--- src/rtl/tw_arbiter.sv ---
// Round-robin arbiter sharing one threewire master among N_REQ requesters,
// with a per-transaction watchdog and one-cycle ack/err completion.
module tw_arbiter #(
    parameter int N_REQ          = 4,
    parameter int GRANT_BITS     = 2,
    parameter int ADDR_BITS      = 9,
    parameter int DATA_BITS      = 16,
    parameter int TIMEOUT_CYCLES = 4095
) (
    input  logic                           in_clk,
    input  logic                           in_rst,
    input  logic [N_REQ-1:0]               in_req,
    input  logic [N_REQ-1:0]               in_req_mode_wr,
    input  logic [N_REQ*ADDR_BITS-1:0]     in_req_addr,
    input  logic [N_REQ*DATA_BITS-1:0]     in_req_wr_data,
    output logic [N_REQ-1:0]               out_ack,
    output logic                           out_err,
    output logic [DATA_BITS-1:0]           out_rd_data,
    output logic [GRANT_BITS-1:0]          out_grant,
    output logic                           out_busy,
    output logic                           out_tw_start,
    output logic                           out_tw_mode_wr,
    output logic [ADDR_BITS-1:0]           out_tw_addr,
    output logic [DATA_BITS-1:0]           out_tw_wr_data,
    input  logic [DATA_BITS-1:0]           in_tw_rd_data,
    input  logic                           in_tw_active
);

    localparam int WD_BITS = $clog2(TIMEOUT_CYCLES + 1);
    localparam logic [WD_BITS-1:0] WD_LAST = WD_BITS'(TIMEOUT_CYCLES - 1);
    localparam logic [GRANT_BITS:0] N_REQ_W = (GRANT_BITS + 1)'(N_REQ);

    localparam logic [1:0] S_IDLE  = 2'd0;
    localparam logic [1:0] S_START = 2'd1;
    localparam logic [1:0] S_BUSY  = 2'd2;
    localparam logic [1:0] S_DONE  = 2'd3;

    logic [1:0]            r_state;
    logic [GRANT_BITS-1:0] r_ptr;
    logic [GRANT_BITS-1:0] r_grant;
    logic [WD_BITS-1:0]    r_wd;
    logic [N_REQ-1:0]      r_ack;
    logic                  r_err;
    logic [DATA_BITS-1:0]  r_rd_data;
    logic                  r_busy;
    logic                  r_tw_start;
    logic                  r_tw_mode_wr;
    logic [ADDR_BITS-1:0]  r_tw_addr;
    logic [DATA_BITS-1:0]  r_tw_wr_data;

    logic [N_REQ-1:0]      w_rot;
    logic [GRANT_BITS-1:0] w_off;
    logic [GRANT_BITS:0]   w_sum;
    logic [GRANT_BITS-1:0] w_pick;
    logic [GRANT_BITS:0]   w_inc;
    logic [GRANT_BITS-1:0] w_next_ptr;
    logic [N_REQ-1:0]      w_onehot;
    logic                  w_wd_expired;

    // Requests rotated so bit 0 is the pointer; lowest set bit wins.
    assign w_rot = N_REQ'({in_req, in_req} >> r_ptr);

    always_comb begin
        w_off = '0;
        for (int k = N_REQ - 1; k >= 0; k--) begin
            if (w_rot[k]) begin
                w_off = GRANT_BITS'(k);
            end
        end
    end

    assign w_sum  = {1'b0, r_ptr} + {1'b0, w_off};
    assign w_pick = (w_sum >= N_REQ_W) ? GRANT_BITS'(w_sum - N_REQ_W)
                                       : w_sum[GRANT_BITS-1:0];

    assign w_inc      = {1'b0, r_grant} + (GRANT_BITS + 1)'(1);
    assign w_next_ptr = (w_inc == N_REQ_W) ? '0 : w_inc[GRANT_BITS-1:0];

    assign w_onehot     = N_REQ'(1) << r_grant;
    assign w_wd_expired = (r_wd == WD_LAST);

    always_ff @(posedge in_clk or negedge in_rst) begin
        if (!in_rst) begin
            r_state      <= S_IDLE;
            r_ptr        <= '0;
            r_grant      <= '0;
            r_wd         <= '0;
            r_ack        <= '0;
            r_err        <= 1'b0;
            r_rd_data    <= '0;
            r_busy       <= 1'b0;
            r_tw_start   <= 1'b0;
            r_tw_mode_wr <= 1'b0;
            r_tw_addr    <= '0;
            r_tw_wr_data <= '0;
        end else begin
            case (r_state)
                S_IDLE: begin
                    // A master still busy from before blocks any new grant.
                    if ((|in_req) && !in_tw_active) begin
                        r_grant      <= w_pick;
                        r_tw_mode_wr <= in_req_mode_wr[w_pick];
                        r_tw_addr    <= in_req_addr[w_pick*ADDR_BITS +: ADDR_BITS];
                        r_tw_wr_data <= in_req_wr_data[w_pick*DATA_BITS +: DATA_BITS];
                        r_tw_start   <= 1'b1;
                        r_wd         <= '0;
                        r_busy       <= 1'b1;
                        r_state      <= S_START;
                    end
                end
                S_START: begin
                    if (in_tw_active) begin
                        r_tw_start <= 1'b0;
                        r_wd       <= r_wd + 1'b1;
                        r_state    <= S_BUSY;
                    end else if (w_wd_expired) begin
                        r_tw_start <= 1'b0;
                        r_ack      <= w_onehot;
                        r_err      <= 1'b1;
                        r_state    <= S_DONE;
                    end else begin
                        r_wd <= r_wd + 1'b1;
                    end
                end
                S_BUSY: begin
                    if (!in_tw_active) begin
                        if (!r_tw_mode_wr) begin
                            r_rd_data <= in_tw_rd_data;
                        end
                        r_ack   <= w_onehot;
                        r_err   <= 1'b0;
                        r_state <= S_DONE;
                    end else if (w_wd_expired) begin
                        r_ack   <= w_onehot;
                        r_err   <= 1'b1;
                        r_state <= S_DONE;
                    end else begin
                        r_wd <= r_wd + 1'b1;
                    end
                end
                default: begin
                    r_ack   <= '0;
                    r_err   <= 1'b0;
                    r_ptr   <= w_next_ptr;
                    r_busy  <= 1'b0;
                    r_state <= S_IDLE;
                end
            endcase
        end
    end

    assign out_ack        = r_ack;
    assign out_err        = r_err;
    assign out_rd_data    = r_rd_data;
    assign out_grant      = r_grant;
    assign out_busy       = r_busy;
    assign out_tw_start   = r_tw_start;
    assign out_tw_mode_wr = r_tw_mode_wr;
    assign out_tw_addr    = r_tw_addr;
    assign out_tw_wr_data = r_tw_wr_data;

endmodule

--- config.mk ---
export PLATFORM = sky130hd
export DESIGN_NAME = tw_arbiter
export DESIGN_NICKNAME = d
export VERILOG_FILES = /design/src/rtl/tw_arbiter.sv
export SDC_FILE = /design/constraint.sdc
export NUM_CORES = 1
export LEC_CHECK = 0
export ABC_AREA = 1
export CAP_MARGIN = 20
export CORE_ASPECT_RATIO = 1.1
export CORE_MARGIN = 3
export CORE_UTILIZATION = 35
export CTS_CLUSTER_DIAMETER = 50
export DETAILED_ROUTE_END_ITERATION = 7
export GPL_TIMING_DRIVEN = 0
export PLACE_DENSITY = 0.68
export SLEW_MARGIN = 40
export SYNTH_ARGS = -nofsm -noshare
export SYNTH_HDL_FRONTEND = slang
export SYNTH_SLANG_ARGS = --single-unit
--- constraint.sdc ---
create_clock -name in_clk -period 2.9 [get_ports in_clk]
set_input_delay 0.87 -clock in_clk [delete_from_list [all_inputs] [get_ports in_clk]]
set_output_delay 0.87 -clock in_clk [all_outputs]
set_load 0.01 [all_outputs]
==> results.py <==
metrics = {
    "routing": {
        "num_vias": 4275,
        "drt_iter0_markers": 232,
        "via_per_inst": 4.90,
        "avgRoutedWirePerCell_um": 14.9,
        "antenna_left": 0,
        "drc_errors": 0,
        "drt_pass1_iterations": 4,
        "drt_wl_total_um": 13100,
    },
    "cts": {
        "clk_latency_ps": 330,
        "clock-sinks": 67,
        "cts_setup_buffers": 0,
        "clk_pin_slew_ps": 60,
        "cts_buffers": 9,
        "cts_root_buffer": "clkbuf_16",
        "postCtsHoldBufs": 0,
        "cts_buffer_depth": 2,
        "htree_levels": 3,
        "cts_tree": "done",
    },
    "floorplan": {
        "die_x_um": 112,
        "dieArea_um2": 13600,
        "row_count": 41,
        "design.core.area_um2": 11700,
        "start_util_pct": 36.6,
        "ios": 178,
        "dieHeight_um": 122,
    },
    "critical_path": {
        "cp-end-kind": "register",
        "r2r-start": "r_ptr[1]",
        "path_max_fanout": 10,
        "crit_path_frequent_cell": "nand2_1",
        "crit_cells": 13,
        "required_ps": 3120,
        "critPathLaunchType": "input pin",
        "critPathBufInv": 3,
        "crit_chain": "clkdlybuf4s50_1, nand2_1, nand3_1, nand2_1, nand3_1, a21boi_1, ha_2, buf_4, buf_4, mux2i_1, nand2_1, nand3_1, nand2_1",
        "reg2regPathDepth": 12,
        "critical_path_class": "in2reg",
        "r2r_slack_ps": 590,
        "slowest_stage": "clkdlybuf4s50_1",
        "max_stage_delay_ps": 520,
        "r2r-end": "out_tw_wr_data[0]",
        "critPathTopFamily": "buffers and inverters",
        "critPathArrivalTime_ps": 3040,
    },
    "synth": {
        "synth_nets": 668,
        "muxShareOfSynthArea_pct": 17.2,
        "synth_top_family_by_area": "simple AND/OR/NAND/NOR gates",
        "synth-edff-count": 0,
        "synthesis.area_um2": 4290,
        "ys_ff_latch": 67,
        "synth_area_per_cell_um2": 8.10,
        "seq_area_frac_synth_pct": 39.1,
        "ys.flop_type": "dfrtp_1",
        "synth.top_cell.area_share_pct": 39.1,
        "synth-compound-area-share_pct": 4.79,
        "yosys.area_share.simple_pct": 27.9,
        "synth_area_leaders": "dfrtp_1, nand2_1, mux2i_1",
        "ys_types": 31,
        "synthXorXnorAreaFrac_pct": 0.993,
        "yosys_warnings": 0,
        "synth_fa_ha_area_share_pct": 3.50,
        "synth_largest_area_cell": "dfrtp_1",
        "async_flop_share_pct": 100,
        "netlist_instances": 529,
    },
    "placed_design": {
        "gp_congestion": 0.857,
        "pre_cts_ws_ps": -642,
        "hpwl_um": 10400,
        "placed_cells": 857,
        "portBuffers": 177,
    },
    "power_and_ir_drop": {
        "power.density_nw_per_um2": 1100,
        "finalPower_mw": 7.28,
        "p_leak_nw": 3.17,
        "peakVddDrop_uv": 769,
    },
    "sta": {
        "fin_crit_ps": 2810,
        "period_share_pct": 97.1,
        "fmax_mhz": 355,
        "worst_pin_slew_ps": 574,
        "whs_ps": 376,
        "rsz0062_at_grt": "yes",
        "fin_skew_ps": 6.50,
        "drv_slew": 0,
        "max_slew_margin_pct": 61.5,
        "finalHoldViolations": 0,
        "setup_slack_ps": 85.1,
        "setup_violations": 0,
    },
    "flow_run": {
        "max_cap_viol_count": 0,
    },
    "cells_and_area": {
        "drive_gt1_share_pct": 8.99,
        "fillCellCount": 1107,
        "register_area_um2": 1680,
        "nNetsFinal": 857,
        "multi_input_area_um2": 2350,
        "area.growth.synth_to_final_pct": 55.0,
        "instances_no_fill": 873,
        "n_antenna_cell": 0,
    },
    "global_routing": {
        "grt_max_degree": 50,
        "grt-ovfl-total": 0,
        "grt_pass1_wl_um": 20900,
        "antenna_found_initial": 0,
        "grt_pass1_vias": 4358,
        "grt_use_total_pct": 19.0,
    },
    "min_path": {
        "hold_class": "in2async",
    },
    "status": {
        "status": "finished, final reports clean",
    },
}
==> cells in the mapped netlist, types with 3 or more instances <==
library cell	count
nand2_1	163
nand3_1	76
dfrtp_1	67
mux2i_1	52
inv_1	36
nor2_1	22
o21ai_0	22
ha_1	12
clkbuf_1	10
mux2_4	10
a21oi_1	8
inv_2	7
mux2_2	6
buf_2	4
buf_6	4
o22ai_1	4
nand2_2	3
nand4_1	3
o21ai_1	3
xor2_1	3
==> worst max path at each step <==
stage	start	end	slack, ps
after detailed placement	in_req[3]	out_tw_wr_data[15]	-640
after global placement	in_rst	out_tw_addr[5]	-1350
after CTS	in_req[3]	out_tw_wr_data[14]	10
final	in_req[3]	out_tw_wr_data[0]	90
after floorplan	in_req[3]	out_tw_addr[0]	290
after global routing	in_req[3]	out_tw_wr_data[15]	-20
==> state kept, by name, indices dropped and copies added (netlist names) <==
name	flops
out_tw_wr_data	16
r_state	2
out_tw_start	1
out_grant	2
out_ack	4
r_wd	12
out_err	1
out_tw_mode_wr	1
r_ptr	2
out_rd_data	16
out_busy	1
out_tw_addr	9
==> layer usage <==
layer	track usage, %	part of all wire [%]
met1	22.2	41
met2	34.4	51
met3	4.57	6.4
met4	6.46	1.6
met5	0	0
==> layout by cell type (no fill, tap or decap), types with 2 or more instances in the layout <==
master,synthesis,final
clkbuf_4,0,2
o22ai_1,4,4
buf_4,2,5
nor3_1,2,2
mux2_2,6,6
inv_2,7,7
bufinv_16,0,2
dfrtp_1,67,67
clkbuf_1,10,7
buf_2,4,2
ha_1,12,11
mux2_4,10,10
xor2_1,3,3
inv_1,36,36
o21ai_1,3,3
o21ai_0,22,22
clkdlybuf4s50_1,0,176
mux2i_1,52,51
nand2_4,2,2
clkbuf_8,0,2
nand3_1,76,76
nor2_1,22,22
nand4_1,3,3
a21oi_1,8,8
nand2_1,163,163
buf_6,4,6
clkbuf_16,0,9
nand2_2,3,3
==> logic make-up after synthesis <==
logic type                 count (synthesis)
xor gates and xnor gates                   4
AOI/OAI and AO/OA                         39
buffers and inverters                     63
adders and majority gates                 12
DFF                                       67
and+or+nand+nor                          276
muxes                                     68
==> worst register-to-register path, cell delays in order, from the launching register on <==
cell and delay [ps]:
dfrtp_1 540, inv_2 100, nand3_1 100, nand2_1 70, nand3_1 70, a21boi_1 70, ha_2 310, buf_4 170
buf_4 240, mux2i_1 300, nand2_1 100, nand3_1 80, nand2_1 60
==> metrics by stage <==
stage / area (um2) / setup TNS (ps) / utilization [%]
after floorplan: 4290 / 0 / -
after global placement: 6240 / -103530 / 53.4
after detailed placement: 6270 / -14780 / 53.6
after CTS: 6610 / 0 / 56.5
after global routing: 6640 / -78.4 / 56.8
final: 6640 / 0 / 56.8
==> layout make-up <==
class                   count  area share [%]
clock inverters             4            1.09
inverters                  43            2.43
well taps                 150            2.82
multi-input cells         399            35.3
flip-flops and latches     67            25.2
clock buffers              12            3.86
plain buffers              20            2.13
repair buffers            178            27.1
==> timing repair <==
item | in CTS | in global routing
pin swaps | 0 | 0
endpoints found under the setup margin | 26 | 26
resized for setup | 5 | 17
==> power by group <==
part | internal, mW | switching [mW]
clock | 0.798 | 0.405
sequential | 1.30 | 0.261
combinational | 2.13 | 2.38
total | 4.24 | 3.04
No activity file was read; power rests on OpenSTA's default activity.
